$ cat src/rtl/adc_frame_scheduler.sv
// adc_frame_scheduler
// Round-robin frame sequencer for an MCP3201-class 12-bit serial ADC shared by
// two requesters. Drives CS/P3 for one conversion frame, shifts in the result
// from P4 MSB first and returns it tagged with the requester id.
// Optional feature macro: ADC_AUTO_TRIGGER_EN adds a periodic, lowest-priority
// auto-trigger requester (id 2).
module adc_frame_scheduler #(
    parameter int unsigned HALF_DIV    = 500,
    parameter int unsigned FRAME_BITS  = 15,
    parameter int unsigned SKIP_BITS   = 3,
    parameter int unsigned DATA_BITS   = 12,
    parameter int unsigned CS_IDLE     = 50
`ifdef ADC_AUTO_TRIGGER_EN
    ,parameter int unsigned AUTO_PERIOD = 50000
`endif
) (
    input  logic                 clk,
    input  logic                 rst,
    input  logic [1:0]           req,
    output logic                 busy,
    output logic                 done,
    output logic [1:0]           id,
    output logic [DATA_BITS-1:0] data,
    output logic                 CS,
    output logic                 P3,
    input  logic                 P4
);

    localparam logic [1:0] S_IDLE  = 2'd0;
    localparam logic [1:0] S_SETUP = 2'd1;
    localparam logic [1:0] S_SHIFT = 2'd2;
    localparam logic [1:0] S_HOLD  = 2'd3;

    localparam int unsigned HC_W = $clog2(HALF_DIV + 1);
    localparam int unsigned BC_W = $clog2(FRAME_BITS + 1);
    localparam int unsigned IC_W = $clog2(CS_IDLE + 1);

    localparam logic [HC_W-1:0] HALF_LAST  = HC_W'(HALF_DIV - 1);
    localparam logic [BC_W-1:0] BIT_LAST   = BC_W'(FRAME_BITS - 1);
    localparam logic [BC_W-1:0] BIT_FIRST  = BC_W'(SKIP_BITS);
    localparam logic [IC_W-1:0] IDLE_LAST  = IC_W'(CS_IDLE - 1);

    logic [1:0]           r_state;
    logic [HC_W-1:0]      r_hcnt;
    logic [BC_W-1:0]      r_bcnt;
    logic [IC_W-1:0]      r_icnt;
    logic [DATA_BITS-1:0] r_shift;
    logic [DATA_BITS-1:0] r_data;
    logic [1:0]           r_id;
    logic                 r_done;
    logic                 r_busy;
    logic                 r_cs;
    logic                 r_p3;
    logic                 r_rr;

    logic                 w_grant_any;
    logic [1:0]           w_grant_id;

`ifdef ADC_AUTO_TRIGGER_EN
    localparam int unsigned TM_W = $clog2(AUTO_PERIOD + 1);
    localparam logic [TM_W-1:0] TIMER_LAST = TM_W'(AUTO_PERIOD - 1);

    logic [TM_W-1:0] r_timer;
    logic            r_auto_pend;
    logic            w_auto_grant;
`endif

    // Arbitration: round-robin between req[1:0]; auto request only when req is idle
    always_comb begin
        w_grant_any = 1'b0;
        w_grant_id  = 2'd0;
        if (req == 2'b11) begin
            w_grant_any = 1'b1;
            w_grant_id  = r_rr ? 2'd1 : 2'd0;
        end else if (req[0]) begin
            w_grant_any = 1'b1;
            w_grant_id  = 2'd0;
        end else if (req[1]) begin
            w_grant_any = 1'b1;
            w_grant_id  = 2'd1;
`ifdef ADC_AUTO_TRIGGER_EN
        end else if (r_auto_pend) begin
            w_grant_any = 1'b1;
            w_grant_id  = 2'd2;
`endif
        end
    end

`ifdef ADC_AUTO_TRIGGER_EN
    assign w_auto_grant = (r_state == S_IDLE) && w_grant_any && (w_grant_id == 2'd2);

    // Free-running auto-trigger timer; expiries while pending collapse into one request
    always_ff @(posedge clk) begin
        if (rst) begin
            r_timer     <= '0;
            r_auto_pend <= 1'b0;
        end else begin
            if (r_timer == TIMER_LAST) begin
                r_timer     <= '0;
                r_auto_pend <= 1'b1;
            end else begin
                r_timer <= r_timer + 1'b1;
                if (w_auto_grant) begin
                    r_auto_pend <= 1'b0;
                end
            end
        end
    end
`endif

    // Frame sequencer: grant, CS setup, P3 bit clocking with P4 capture, CS idle hold
    always_ff @(posedge clk) begin
        if (rst) begin
            r_state <= S_IDLE;
            r_hcnt  <= '0;
            r_bcnt  <= '0;
            r_icnt  <= '0;
            r_shift <= '0;
            r_data  <= '0;
            r_id    <= '0;
            r_done  <= 1'b0;
            r_busy  <= 1'b0;
            r_cs    <= 1'b1;
            r_p3    <= 1'b0;
            r_rr    <= 1'b0;
        end else begin
            r_done <= 1'b0;
            case (r_state)
                S_IDLE: begin
                    if (w_grant_any) begin
                        r_id    <= w_grant_id;
                        r_cs    <= 1'b0;
                        r_busy  <= 1'b1;
                        r_hcnt  <= '0;
                        r_state <= S_SETUP;
                        if (w_grant_id != 2'd2) begin
                            r_rr <= ~w_grant_id[0];
                        end
                    end
                end
                S_SETUP: begin
                    if (r_hcnt == HALF_LAST) begin
                        r_hcnt  <= '0;
                        r_bcnt  <= '0;
                        r_state <= S_SHIFT;
                    end else begin
                        r_hcnt <= r_hcnt + 1'b1;
                    end
                end
                S_SHIFT: begin
                    if (r_hcnt == HALF_LAST) begin
                        r_hcnt <= '0;
                        if (!r_p3) begin
                            // Rising P3 edge: capture P4 unless still in the skip window
                            r_p3 <= 1'b1;
                            if (r_bcnt >= BIT_FIRST) begin
                                r_shift <= {r_shift[DATA_BITS-2:0], P4};
                            end
                        end else begin
                            r_p3 <= 1'b0;
                            if (r_bcnt == BIT_LAST) begin
                                r_cs    <= 1'b1;
                                r_data  <= r_shift;
                                r_done  <= 1'b1;
                                r_icnt  <= '0;
                                r_state <= S_HOLD;
                            end else begin
                                r_bcnt <= r_bcnt + 1'b1;
                            end
                        end
                    end else begin
                        r_hcnt <= r_hcnt + 1'b1;
                    end
                end
                S_HOLD: begin
                    r_bcnt <= '0;
                    if (r_icnt == IDLE_LAST) begin
                        r_busy  <= 1'b0;
                        r_state <= S_IDLE;
                    end else begin
                        r_icnt <= r_icnt + 1'b1;
                    end
                end
                default: begin
                    r_state <= S_IDLE;
                end
            endcase
        end
    end

    assign busy = r_busy;
    assign done = r_done;
    assign id   = r_id;
    assign data = r_data;
    assign CS   = r_cs;
    assign P3   = r_p3;

endmodule

$ cat config.mk
export PLATFORM = sky130hd
export DESIGN_NAME = adc_frame_scheduler
export DESIGN_NICKNAME = d
export VERILOG_FILES = /design/src/rtl/adc_frame_scheduler.sv
export SDC_FILE = /design/constraint.sdc
export NUM_CORES = 1
export LEC_CHECK = 0
export ABC_CLOCK_PERIOD_IN_PS = 2540
export CAP_MARGIN = 20
export CORE_ASPECT_RATIO = 1.4
export CORE_MARGIN = 2
export CORE_UTILIZATION = 25
export DETAILED_ROUTE_END_ITERATION = 16
export GPL_TIMING_DRIVEN = 0
export PLACE_DENSITY = 0.39
export SLEW_MARGIN = 20
export SYNTH_ARGS = -nofsm -noshare
export SYNTH_HDL_FRONTEND = slang
export SYNTH_SLANG_ARGS = --single-unit
$ cat constraint.sdc
create_clock -name clk -period 2.54 [get_ports clk]
set_clock_uncertainty 0.1 [all_clocks]
set_input_delay 0.635 -clock clk [delete_from_list [all_inputs] [get_ports clk]]
set_output_delay 0.635 -clock clk [all_outputs]
set_load 0.005 [all_outputs]
### After elaboration in Yosys (flattened, before gate mapping)

Index checks and enable logic that the tools add are counted.

| storage, ports and cells | value |
|---|---|
| input bits | 5 |
| flip-flop bits (word level) | 52 |

| cells by class | value |
|---|---|
| equality and inequality tests | 16 |
| multiplexer cells | 37 |
| add/subtract/negate cells | 3 |
| reductions and logical operators | 19 |
| order comparisons | 1 |
| bitwise logic cells | 4 |

Operator list:

| kind | count |
|---|---|
| two-way mux 6 bit | 4 |
| two-way mux 9 bit | 2 |
| != test 2 bit, second input constant | 9 |
| one-hot mux 9 bit (2 select lines) | 1 |
| two-way mux 4 bit | 4 |
| two-way mux 1 bit | 15 |
| AND reduction 5 bit | 3 |
| two-way mux 2 bit | 6 |
| one-hot mux 4 bit (3 select lines) | 1 |
| one-hot mux 6 bit (2 select lines) | 1 |
| adder 9 x 1 -> 9 bit, second input constant | 1 |
| == test 9 bit, second input constant | 1 |
| one-hot mux 2 bit (4 select lines) | 1 |
| AND reduction 4 bit | 2 |
| nonzero test 2 bit | 4 |
| adder 6 x 1 -> 6 bit, second input constant | 1 |
| == test 2 bit, second input constant | 3 |
| == test 6 bit, second input constant | 1 |
| AND reduction 2 bit | 3 |
| AND reduction 3 bit | 2 |
| AND reduction 6 bit | 1 |
| adder 4 x 1 -> 4 bit, second input constant | 1 |
| == test 4 bit, second input constant | 1 |
| greater-or-equal comparator 4 x 2 -> 1 bit, second input constant | 1 |
| other kinds (7) | 11 |

### Logic depth before layout (Yosys ltp)

| depth | value |
|---|---|
| depth after elaboration | 5 |
| mapped depth | 8 |

### Least setup slack after synthesis

OpenSTA, ideal clock, no wires.

| timing path | value |
|---|---|
| path type | register to register |
| start | register r_state[0] |
| end | register r_hcnt[7] |
| clock period less this slack | 1.977 ns |
| library setup time | 0.067 ns |
| arrival | 1.810 ns |
| path buffers | 1 |
| data required time | 2.373 ns |
| stages on the path, launching flop included | 8 |
| path slack | 0.563 ns |
| path through | dfxtp_1 inv_1 ha_1 nor3b_4 or2_0 buf_2 or4_4 a21oi_2 |

| on the way | value |
|---|---|
| cells in the longest elaborated chain, start to end | 4 |
| elaborated cells between the ends (all ways) | 8 |
| classes of those cells | 3 x eq/ne; 1 x mux; 4 x reduce/logical |

RTL lines:

| what | RTL line | source |
|---|---|---|
| start: declaration | 43 | `logic [1:0] r_state;` |
| start signal: assignment | 114 | `r_state <= S_IDLE;` |
| start signal: assignment | 135 | `r_state <= S_SETUP;` |
| start signal: assignment | 145 | `r_state <= S_SHIFT;` |
| == test 2 bit or == test 2 x 1 -> 1 bit (tied branches) | 128 | `case (r_state)` |
| OR reduction 2 bit (no line) | -- |  |
| nonzero test 2 bit (no line) | -- |  |
| AND reduction 2 bit (no line) | -- |  |
| end signal: assignment | 147 | `r_hcnt <= r_hcnt + 1'b1;` |
| end signal: assignment | 172 | `r_hcnt <= r_hcnt + 1'b1;` |
| end: declaration | 44 | `logic [HC_W-1:0] r_hcnt;` |

Parallel ways exist; a longest one is shown, timed or not.
A chain may end at the register's enable or synchronous reset.

### Final worst setup path

| timing path | value |
|---|---|
| start | input req[0] |
| end | register r_hcnt[7] |

| on the way | value |
|---|---|
| cells in the longest elaborated chain, start to end | 4 |
| elaborated cells between the ends (all ways) | 5 |
| classes of those cells | 2 x eq/ne; 2 x mux; 1 x reduce/logical |

RTL lines:

| what | RTL line | source |
|---|---|---|
| start: declaration | 19 | `input logic [1:0] req,` |
| == test 2 bit or two-way mux 1 bit (tied branches) | 72, 75 |  |
| two-way mux 1 bit * | 72 | `if (req == 2'b11) begin` |
| != test 2 bit (no line) * | -- |  |
| AND reduction 2 bit (no line) * | -- |  |

Mark *: on every way between the ends. The rest lies on a longest branch, timed or not.

==> impl_metrics.tcl <==
set metrics [dict create \
    status "finished, final reports clean" \
    die_h_um 121 \
    synth_top_area_share_pct 41.7 \
    io_pins 23 \
    dp_hpwl_mm 4.64 \
    clock_path_buffers 2 \
    post_cts_buffers 0 \
    setup_violations 0 \
    worst_path_max_delay_cell "clkdlybuf4s50_1" \
    rsz0062_at_grt "no" \
    maxSlewViolCount 0 \
    drt_iter0_drc 58 \
    postSynthCellCount 290 \
    static-leakage-power_uw 0.000953 \
    synth-edff-count 0 \
    holdBufCountCts 0 \
    syn-num-nets 304 \
    hold_viol 0 \
    worstSetupPathType "input pin to flop" \
    first_global_vias 2096 \
    die_x_um 87.7 \
    peakVddDrop_mv 0.308 \
    clkTransAtPathRegs_ns 0.07 \
    antenna_left 0 \
    grt_max_degree 17 \
    worstMarginPinSlew_ns 0.571 \
    syn2layout_area_growth_pct 23.2 \
    dieArea_um2 10600 \
    cap_violations 0 \
    first_pass_iters 4 \
    numCtsBuffers 5 \
    yosysTopAreaCell "dfxtp_1" \
    post-route-util_pct 31.7 \
    fmax_ghz 0.448 \
    routed_wl_mm 6.45 \
    antenna_found_initial 0 \
    worstSetupStartpointType "input pin" \
    fin_tns_setup_ns 0 \
    clock_latency_ns 0.29 \
    pre_cts_ws_ns -0.0763 \
    placement.io_buffers 21 \
    finalCritPeriodShare_pct 87.8 \
    finalHoldWorstSlack_ns 0.354 \
    max_stage_delay_ns 0.59 \
    layout.nets 332 \
    syn_area_um2 2450 \
    cts_max_level 2 \
    core_area_um2 9510 \
    final_layout_size_suffix_gt1_share_pct 7.52 \
    crit_fanout 10 \
    routedWlPerCell_um 14.3 \
    grt_overflow 0 \
    synth_seq_cells 51 \
    path_cells "clkdlybuf4s50_1 > nor3b_4 > or2_0 > buf_2 > or4_4 > a21oi_2" \
    dr_total_vias 2179 \
    async_flop_share_pct 0 \
    endpoint_kind "flop" \
    via_per_inst 4.83 \
    gp_congestion 0.750 \
    fp-row-count 42 \
    clockRootBuffer "clkbuf_16" \
    min_period_ns 2.23 \
    final_design_area_no_fill_um2 3020 \
    cp.arrival_ns 2.36 \
    yosysSeqAreaShare_pct 41.7 \
    synth_cell_type_count 54 \
    cts_resized 0 \
    power_density_nw_per_um2 784 \
    crit_required_ns 2.67 \
    numClockSinks 51 \
    hold_path.class "flop to flop" \
    maxSlewHeadroom_pct 61.9 \
    gr-usage-all-layers_pct 13.1 \
    grt_pass1_wl_mm 10.7 \
    ys_top_cells_by_area "dfxtp_1, a21oi_1, nand3_1" \
    antenna_cells 0 \
    fin_ws_ns 0.309 \
    start_util_pct 25.8 \
    syn_avg_cell_area_um2 8.45 \
    synth-main-ff-cell "dfxtp_1" \
    place_area_um2 2830 \
    cts_tree "built" \
    drc_errors 0 \
    yosysWarnings 0 \
]
[state kept, by name, indices dropped and copies added (netlist names), 2 cells and up]
name	count
r_bcnt	4
r_shift	12
r_state	2
data	12
r_icnt	6
r_hcnt	9
[cell usage in the layout (no fill, tap or decap), drive strengths merged, types with 5 or more instances in the layout]
cell,synthesis,routed
nor3,5,5
nand3,33,33
inv,6,6
ha,9,9
o21ai,21,21
nor2,17,17
clkdlybuf4s50,0,21
clkbuf,12,17
xnor2,6,6
buf,8,8
a21oi,35,35
nand2,25,25
dfxtp,51,51
[metal layers]
metal / part of all wire (%) / global-route usage [%] / routed length [um] / up-vias
met2: 52 / 22.5 / 3360 / 29
met5: 0 / 0 / 0 / -
met1: 44 / 15.9 / 2820 / 1032
met4: 1.5 / 4.33 / 97 / 0
met3: 2.6 / 2.72 / 170 / 7
li1: - / - / - / 1111
[per-stage QoR]
step	power [uW]	cells
finish	2360	451
global route	2510	451
detailed placement	1510	443
CTS	2410	451
floorplan	1340	290
global placement	1520	443
[synthesized netlist by cell type (all sizes together), types with 2 or more instances]
master,n
o211ai,2
nand4,4
o22ai,2
a211o,3
nor3b,4
o21ai,21
nor4b,2
nor2,17
or4,3
xnor2,6
nand2,25
dfxtp,51
a21oi,35
o32ai,2
buf,8
and4,3
nand3,33
o31ai,2
a31oi,3
nor3,5
a211oi,3
and3,2
clkbuf,12
or2,3
ha,9
nand2b,3
a32o,2
inv,6
[cell type report]
class / count / area, um^2
plain buffers: 20 / 104
multi-input cells: 212 / 1300
inverters: 7 / 26.3
flip-flops and latches: 51 / 1020
fillers: 1026 / 6490
clock inverters: 3 / 67.6
repair buffers: 21 / 210
well taps: 132 / 165
clock buffers: 5 / 125
[worst paths after layout]
path	start	endpoint	slack, ns	cells after the start
hold reg to reg	data[7]$_SDFFE_PP0P_	data[7]$_SDFFE_PP0P_	0.35	2
setup reg to reg	r_bcnt[0]$_SDFFE_PP0P_	data[10]$_SDFFE_PP0P_	0.33	8
hold / removal	data[7]$_SDFFE_PP0P_	data[7]$_SDFFE_PP0P_	0.35	2
setup / recovery	req[0]	r_hcnt[7]$_SDFFE_PP0P_	0.31	6
[critical path: cells and delay by family]
family | cells | cell delay (ns)
and+or+nand+nor | 3 | 0.84
buffers and inverters | 2 | 0.74
AOI/OAI and AO/OA | 1 | 0.14
[cells by family (layout without fill, tap and decap cells)]
kind of cell | count (synthesis) | count (layout) | synth area share [%]
AOI/OAI and AO/OA | 84 | 84 | 21.6
xor gates and xnor gates | 6 | 6 | 2.15
adders and majority gates | 9 | 9 | 4.60
buffers and inverters | 27 | 56 | 5.31
DFF | 51 | 51 | 41.7
muxes | 1 | 1 | 0.409
other | 1 | 1 | 0.153
and+or+nand+nor | 111 | 111 | 24.2
[where the power goes]
group	switching (uW)	leakage (uW)	internal, uW
combinational	371	0.000451	231
sequential	40.4	0.000412	847
clock	311	0.0000900	565
(Power assumes the default switching activity.)
